$ cat src/rtl/sd_adc.sv
// First-order delta-sigma ADC front end: synchronizes the comparator, drives the RC feedback bit
// and emits the ones count of each W = 2**(MSBO+1) tick window as an excess-2**MSBO sample.
module sd_adc #(
  parameter int unsigned MSBO        = 7,
  parameter int unsigned SYNC_STAGES = 2
) (
  input  logic          clock,
  input  logic          reset,
  input  logic          ce,
  input  logic          cmp_in,
  output logic          fb,
  output logic [MSBO:0] q,
  output logic          valid
);

  localparam int unsigned QW = MSBO + 1;
  localparam logic [MSBO:0] Q_MID = QW'(1) << MSBO;

  logic [SYNC_STAGES-1:0] sync_q, sync_d;
  logic                   fb_q, fb_d;
  logic [QW:0]            ones_q, ones_d;
  logic [MSBO:0]          tick_q, tick_d;
  logic [MSBO:0]          q_q, q_d;
  logic                   valid_q, valid_d;

  logic        s;
  logic [QW:0] ones_sum;
  logic        win_end;

  always_comb begin
    sync_d   = {sync_q[SYNC_STAGES-2:0], cmp_in};
    s        = sync_q[SYNC_STAGES-1];
    ones_sum = ones_q + {{QW{1'b0}}, s};
    win_end  = ce && (tick_q == '1);

    fb_d    = fb_q;
    ones_d  = ones_q;
    tick_d  = tick_q;
    q_d     = q_q;
    valid_d = 1'b0;

    if (ce) begin
      fb_d   = s;
      ones_d = ones_sum;
      tick_d = tick_q + 1'b1;
    end

    // The sample at the closing tick already includes this tick's bit; only a full window
    // (count == W) overflows the output range, hence the single-bit saturation test.
    if (win_end) begin
      q_d     = ones_sum[QW] ? '1 : ones_sum[MSBO:0];
      ones_d  = '0;
      tick_d  = '0;
      valid_d = 1'b1;
    end
  end

  always_ff @(posedge clock) begin
    if (!reset) begin
      sync_q  <= '0;
      fb_q    <= 1'b0;
      ones_q  <= '0;
      tick_q  <= '0;
      q_q     <= Q_MID;
      valid_q <= 1'b0;
    end else begin
      sync_q  <= sync_d;
      fb_q    <= fb_d;
      ones_q  <= ones_d;
      tick_q  <= tick_d;
      q_q     <= q_d;
      valid_q <= valid_d;
    end
  end

  assign fb    = fb_q;
  assign q     = q_q;
  assign valid = valid_q;

endmodule
$ cat config.mk
export PLATFORM = sky130hd
export DESIGN_NAME = sd_adc
export DESIGN_NICKNAME = d
export VERILOG_FILES = /design/src/rtl/sd_adc.sv
export SDC_FILE = /design/constraint.sdc
export NUM_CORES = 1
export LEC_CHECK = 0
export CORE_MARGIN = 8
export CORE_UTILIZATION = 45
export CTS_CLUSTER_SIZE = 20
export DETAILED_ROUTE_END_ITERATION = 12
export PLACE_DENSITY = 0.73
export SYNTH_ARGS = -nofsm -noshare
export SYNTH_HDL_FRONTEND = slang
export SYNTH_SLANG_ARGS = --single-unit
$ cat constraint.sdc
create_clock -name clock -period 3.6 [get_ports clock]
set_input_delay 0.9 -clock clock [delete_from_list [all_inputs] [get_ports clock]]
set_output_delay 0.9 -clock clock [all_outputs]
set_load 0.02 [all_outputs]
# Yosys cells after proc, flatten, opt, wreduce, memory -nomap -nowiden
# Index checks and enable logic that the tools add are counted.
# classes
n_addsub	2
n_mul	0
n_div	0
magnitude_cmp	0
n_eq_ne	1
shifts	0
mux	2
bitwise	1
n_reduce_logical	2
# ops
operator	count
adder 9 x 1 -> 9 bit	1
adder 8 x 1 -> 8 bit (second input constant)	1
== test 8 bit (second input constant)	1
two-way mux 8 bit	1
OR reduction 2 bit	1
logical AND 1 bit	1
two-way mux 1 bit	1
NOT 1 bit	1
# word_totals
reg_bits	29
latch_bits	0
ram_bits	0
rom_bits	0
in_bits	4
word_cells	14
mem_count	0

# Logic depth before layout (Yosys ltp)
# Gate-level depths: netlist of run 1.
# depth
word_depth	3
depth_mapped	7
ltp_nobuf	6

# Worst setup path after synthesis of run 1
# No wires, ideal clock.
# synth_timing
path_kind	input to register
start	in ce
end	reg ones_q[0]
setup_time_ns	0.117
arrival_time_ns	1.626
t_required_ns	3.483
setup_slack_ns	1.857
stages	5
n_path_buf	1
path_cell_list	and4_4 -> nand3_4 -> nand2_1 -> buf_2 -> nor2_1
# synth_between
elab_chain_len	2
# synth_lines
element	line	text
start, declared	9	input logic ce,
logical AND 1 bit	34	win_end = ce && (tick_q == '1);
OR reduction 2 bit (no line)	n/a	
end signal, assigned	69	ones_q <= ones_d;
end, declared	21	logic [QW:0] ones_q, ones_d;
# Several ways; a longest one is shown, not always the timed one.
# A chain may end at the register's enable or synchronous reset.

# Final worst setup path of run 1
# layout_timing
start	in ce
end	reg ones_q[7]
# Same word-level chain as after synthesis.

==> flow_metrics.py, run 1 <==
metrics = {
    "status": {
        "outcome": "finished clean",
    },
    "floorplanning": {
        "dieHeight_um": 69.6,
        "placeableCoreArea_sq_um": 2730,
        "die_w_um": 69.6,
        "start_util_pct": 47.2,
        "die_area_sq_um": 4840,
        "rows": 19,
        "ios": 14,
    },
    "power": {
        "p_leak_nw": 0.542,
        "p_per_area_nw_per_um2": 382,
        "ir_worst_vdd_v": 0.000353,
    },
    "sta": {
        "period_share_pct": 69.9,
        "relSlewSlack_pct": 62.9,
        "setup_viol": 0,
        "post-route-min-period_ns": 2.52,
        "skew_ns": 0.0151,
        "worst_pin_slew_ns": 0.554,
        "fmax_ghz": 0.397,
        "drv_slew": 0,
        "rsz0062_at_grt": "no",
        "tns_ns": 0,
        "timing.final.hold_violations": 0,
    },
    "synth": {
        "synthMuxAreaShare_pct": 3.10,
        "seq_area_frac_synth_pct": 45.0,
        "ys_ff_latch": 29,
        "synth_ff_type": "dfxtp_1",
        "synth_edf_count": 0,
        "ys_types": 28,
        "netlist_top_cells_count": "29 x dfxtp_1, 25 x nor2_1, 11 x xor2_1",
        "synth.largest_area_cell": "dfxtp_1",
        "yosys-top-cells-area": "dfxtp_1 45%, xor2_1 7.5%, nor2_1 7.3%, xnor2_1 5.4%, nand3_1 3.5%",
        "synth-simple-area-share_pct": 22.8,
        "synth_top_family_by_area": "simple AND/OR/NAND/NOR gates",
        "netlist.area_leader.share_pct": 45.0,
        "postSynthAreaPerCell_sq_um": 9.09,
        "synth.most_common_cell": "dfxtp_1",
        "synth_area_sq_um": 1290,
        "synth_nets": 149,
        "synthCells": 142,
        "synthArstFlopShare_pct": 0,
        "yosysWarnings": 0,
        "synth-compound-area-share_pct": 8.43,
        "synthAdderAreaFrac_pct": 2.91,
        "synthXorXnorAreaFrac_pct": 12.9,
    },
    "clock_network": {
        "post_cts_resized": 0,
        "cts_tree": "yes",
        "htreeDepth": 2,
        "clk_pin_slew_ns": 0.10,
        "clkSinkCount": 29,
        "clk_path_buf_depth": 2,
        "cts_hold_buf": 0,
        "cts_root_buf": "clkbuf_4",
        "cts_buffers": 5,
        "insertion_delay_ns": 0.34,
        "post_cts_buffers": 0,
    },
    "worst_hold_path": {
        "hold_class": "flop to flop",
        "holdPathEnd": "sync_q[1]",
        "hp-start": "sync_q[0]",
        "min_path_cells": 1,
    },
    "route": {
        "drt_iter0_markers": 23,
        "wl_per_cell_um": 14.0,
        "detail-route-antenna-nets": 0,
        "drc": 0,
        "vias_per_cell": 5.21,
        "firstDrtPassIters": 4,
        "wirelength_mm": 2.61,
        "num_vias": 975,
    },
    "placed_design": {
        "gp_congestion": 0.772,
        "hpwl_mm": 1.90,
        "place_inst": 179,
        "io_buffer_count": 13,
    },
    "critical_path": {
        "slowest_delay_ns": 0.82,
        "critPathSlowestCell": "clkdlybuf4s50_1",
        "cp_top_family": "simple AND/OR/NAND/NOR gates",
        "worstPathRequired_ns": 3.80,
        "reg2reg_slack_ns": 1.75,
        "reg2reg_depth": 6,
        "cp.arrival_ns": 2.72,
        "r2r_end": "q[6]",
        "path_class": "input pin to flop",
        "path_max_fanout": 15,
        "endpoint_kind": "flop",
        "worst-path-buf-inv": 1,
        "r2r_start": "sync_q[1]",
        "start_kind": "input pin",
        "path_depth": 5,
        "worstPathCellList": "clkdlybuf4s50_1, and4_4, nand3_4, nand2_1, nor2_1",
    },
    "final_layout": {
        "fin_cells": 187,
        "antenna_cells": 0,
        "area_growth_pct": 14.3,
        "finish.net_count": 162,
        "layout-drive-gt1-share_pct": 7.69,
    },
    "global_routing": {
        "grt_pass1_vias": 1036,
        "overflow": 0,
        "use_met2_pct": 17.9,
        "met1_usage_pct": 11.7,
        "met3_usage_pct": 5.72,
        "grt_max_degree": 16,
        "grt_pass1_wl_mm": 4.47,
        "grt_usage_pct": 11.4,
        "grt_antenna_before_repair": 0,
        "busiest_layer": "met2",
    },
    "flow_run": {
        "max_cap_viol_count": 0,
    },
}
[how the worst max path moves through the flow]
| stage | endpoint | from |
|---|---|---|
| floorplan | ones_q[0] | ce |
| global placement | ones_q[4] | ce |
| detailed placement | ones_q[1] | ce |
| CTS | ones_q[7] | ce |
| global route | ones_q[6] | ce |
| finish | ones_q[7] | ce |
[metal layers]
metal  wire length, um  vias up
li1                  -      505
met1              1160      446
met2              1260       19
met3               142        5
met4                52        0
met5                 0        -
[sequential cells by signal (all words and copies together) (netlist names)]
register and flops:
tick_q 8, ones_q 9, sync_q 2, valid 1, q 8, fb 1
[cells by family (layout without fill, tap and decap cells)]
kind of cell             Yosys count  after routing
buffers and inverters             11             25
AO/OA/AOI/OAI                     20             20
AND/OR/NAND/NOR                   56             56
flip-flops                        29             29
multiplexers                       4              4
XOR/XNOR                          19             19
adder cells (fa/ha/maj)            3              3
[layout make-up]
class / instances / area (sq um)
well taps: 31 / 38.8
clock inverters: 2 / 13.8
fillers: 243 / 1260
flip-flops and latches: 29 / 581
multi-input cells: 102 / 647
repair buffers: 13 / 130
inverters: 4 / 15.0
clock buffers: 6 / 51.3
[metrics by stage]
stage	power, mW	util [%]	setup slack (ns)	instance area (sq um)	hold WS (ns)
global placement	0.357	51.6	0.794	1410	0.421
global route	0.581	54.0	0.949	1480	0.503
floorplan	0.350	-	1.86	1290	0.412
finish	0.564	54.0	1.08	1480	0.456
CTS	0.567	54.0	1.10	1480	0.466
detailed placement	0.359	51.6	0.738	1410	0.440
[report_power, final]
part           internal, mW  switching (mW)  total (mW)
sequential            0.325         0.00405       0.329
combinational       0.00951          0.0124      0.0220
clock                0.0950           0.119       0.214
[cells in the final DEF, fill, tap and decap left out, types with 2 or more instances in the layout]
master | netlist | layout
nand4_1 | 4 | 4
xnor2_1 | 8 | 8
ha_1 | 3 | 3
xor2_1 | 11 | 11
and3_1 | 2 | 2
and2_1 | 3 | 3
nand2_1 | 6 | 6
dfxtp_1 | 29 | 29
inv_1 | 4 | 4
clkdlybuf4s50_1 | 0 | 13
o21ai_0 | 9 | 9
clkbuf_4 | 0 | 5
nor2_1 | 25 | 25
mux2i_1 | 4 | 4
a21oi_1 | 8 | 8
nand3_1 | 9 | 9
nor3_1 | 2 | 2
Power figures use the tool's default switching activity.
==> run 2, diff against run 1 <==
--- a/config.mk
+++ b/config.mk
@@ -9,7 +9,7 @@
 export CORE_UTILIZATION = 45
 export CTS_CLUSTER_SIZE = 20
 export DETAILED_ROUTE_END_ITERATION = 12
-export PLACE_DENSITY = 0.73
+export PLACE_DENSITY = 0.75
 export SYNTH_ARGS = -nofsm -noshare
 export SYNTH_HDL_FRONTEND = slang
 export SYNTH_SLANG_ARGS = --single-unit
==> constraint.sdc (replaced) <==
create_clock -name clock -period 2.25 [get_ports clock]
set_input_delay 0.5625 -clock clock [delete_from_list [all_inputs] [get_ports clock]]
set_output_delay 0.5625 -clock clock [all_outputs]
set_load 0.02 [all_outputs]
==> run 2 against run 1 <==
Critical path depth is 4 lower. Combinational power is 75% higher. Power is 64% higher. Sequential share of layout area is 0.72 points lower. Largest cell class unchanged. Routed wire length is 2.3% lower. Core utilization is 1.0 points higher. Critical path type is now flop to output pin.
==> flow_metrics.py, run 2 (same netlist as run 1, synthesis figures left out) <==
metrics = {
    "sta": {
        "holdWs_ns": 0.443,
        "drv_slew": 0,
        "tns_ns": 0,
        "skew_ns": 0.00933,
        "rsz0062_at_grt": "no",
        "timing.final.hold_violations": 0,
        "fmax_ghz": 0.537,
        "period_share_pct": 82.7,
        "setup_viol": 0,
        "layout_setup_ws_ns": 0.389,
        "relSlewSlack_pct": 77.0,
        "post-route-min-period_ns": 1.86,
        "worst_pin_slew_ns": 0.343,
    },
    "global_routing": {
        "grt_usage_pct": 11.1,
        "grt_pass1_vias": 965,
        "grt_pass1_wl_mm": 4.42,
        "overflow": 0,
        "grt_max_degree": 13,
        "grt_antenna_before_repair": 0,
    },
    "clock_network": {
        "post_cts_buffers": 0,
        "cts_buffers": 5,
        "htreeDepth": 2,
        "insertion_delay_ns": 0.33,
        "clkSinkCount": 29,
        "clk_pin_slew_ns": 0.09,
        "post_cts_resized": 0,
        "cts_root_buf": "clkbuf_4",
        "cts_tree": "yes",
        "clk_path_buf_depth": 2,
        "cts_hold_buf": 0,
    },
    "final_layout": {
        "postLayoutCellArea_sq_um": 1500,
        "fin_cells": 190,
        "nFillCells": 246,
        "finish.net_count": 165,
        "largest_reg_flops": 9,
        "regMostFlops": "ones_q",
        "antenna_cells": 0,
        "final_common_cell": "dfxtp_1",
        "area_growth_pct": 16.5,
        "layout-drive-gt1-share_pct": 9.43,
        "layout_common_cells": "29 x dfxtp_1, 25 x nor2_1, 13 x clkdlybuf4s50_1, 11 x xor2_1",
        "fin_util_pct": 55.0,
    },
    "worst_hold_path": {
        "hold_class": "flop to flop",
        "hp-start": "sync_q[0]",
    },
    "placed_design": {
        "gp_congestion": 0.775,
        "hpwl_mm": 1.79,
        "placed_cell_area_sq_um": 1430,
        "io_buffer_count": 13,
        "detailedPlace.worstSlack_ns": 0.224,
        "place_inst": 182,
    },
    "power": {
        "ir_worst_vdd_v": 0.000485,
        "p_leak_nw": 0.559,
        "p_per_area_nw_per_um2": 614,
        "power_mw": 0.923,
    },
    "critical_path": {
        "cp.arrival_ns": 1.30,
        "path_max_fanout": 2,
        "endpoint_kind": "output pin",
        "setup.worst_path.start": "q[7]",
        "worstPathRequired_ns": 1.69,
        "cp_top_family": "buffers and inverters",
        "r2r_start": "sync_q[1]",
        "worst-path-buf-inv": 1,
        "critPathSlowestCell": "clkdlybuf4s50_1",
        "worstPathCellList": "clkdlybuf4s50_1",
        "path_class": "flop to output pin",
        "start_kind": "flop",
        "slowest_delay_ns": 0.61,
    },
    "floorplanning": {
        "placeableCoreArea_sq_um": 2730,
        "rows": 19,
        "die_w_um": 69.6,
        "start_util_pct": 47.2,
        "dieHeight_um": 69.6,
        "ios": 14,
        "die_area_sq_um": 4840,
    },
    "route": {
        "drt_iter0_markers": 28,
        "wirelength_mm": 2.55,
        "num_vias": 994,
        "detail-route-antenna-nets": 0,
        "drc": 0,
        "wl_per_cell_um": 13.4,
        "vias_per_cell": 5.23,
        "firstDrtPassIters": 4,
    },
    "flow_run": {
        "max_cap_viol_count": 0,
    },
    "status": {
        "outcome": "finished clean",
    },
}
## run 2: cell types whose count changed in the layout (fill, tap and decap cells not counted)
| cell | previous run | this run |
|---|---|---|
| clkbuf_8 | 1 | 2 |
| buf_4 | 0 | 3 |
| clkinv_4 | 1 | 0 |
## run 2: area by class of cell
cell class,count,area [sq um],share of cell area (%)
clock inverters,1,5.00,0.333
clock buffers,7,65.1,4.33
multi-input cells,102,647,43.0
flip-flops and latches,29,581,38.6
repair buffers,16,153,10.1
well taps,31,38.8,2.58
inverters,4,15.0,0.998
## run 2: per-layer routing
layer  part of all wire [%]  global-route usage [%]
met1                     47                    12.5
met2                     46                    16.8
met3                    6.0                    5.87
met4                   0.82                    4.78
met5                      0                       0
## run 2: worst paths after layout
path	end	slack [ns]	cells past startpoint
setup reg to reg	q[3]	0.41	6
hold / removal	sync_q[1]	0.44	1
setup / recovery	q[7]	0.39	1
hold reg to reg	sync_q[1]	0.44	1
## run 2: where the power goes
part           internal [mW]  switching [mW]  leakage, nW
Clock                  0.181           0.178       0.0413
Sequential             0.520         0.00617        0.235
Combinational         0.0183          0.0202        0.283
Total                  0.719           0.205        0.559
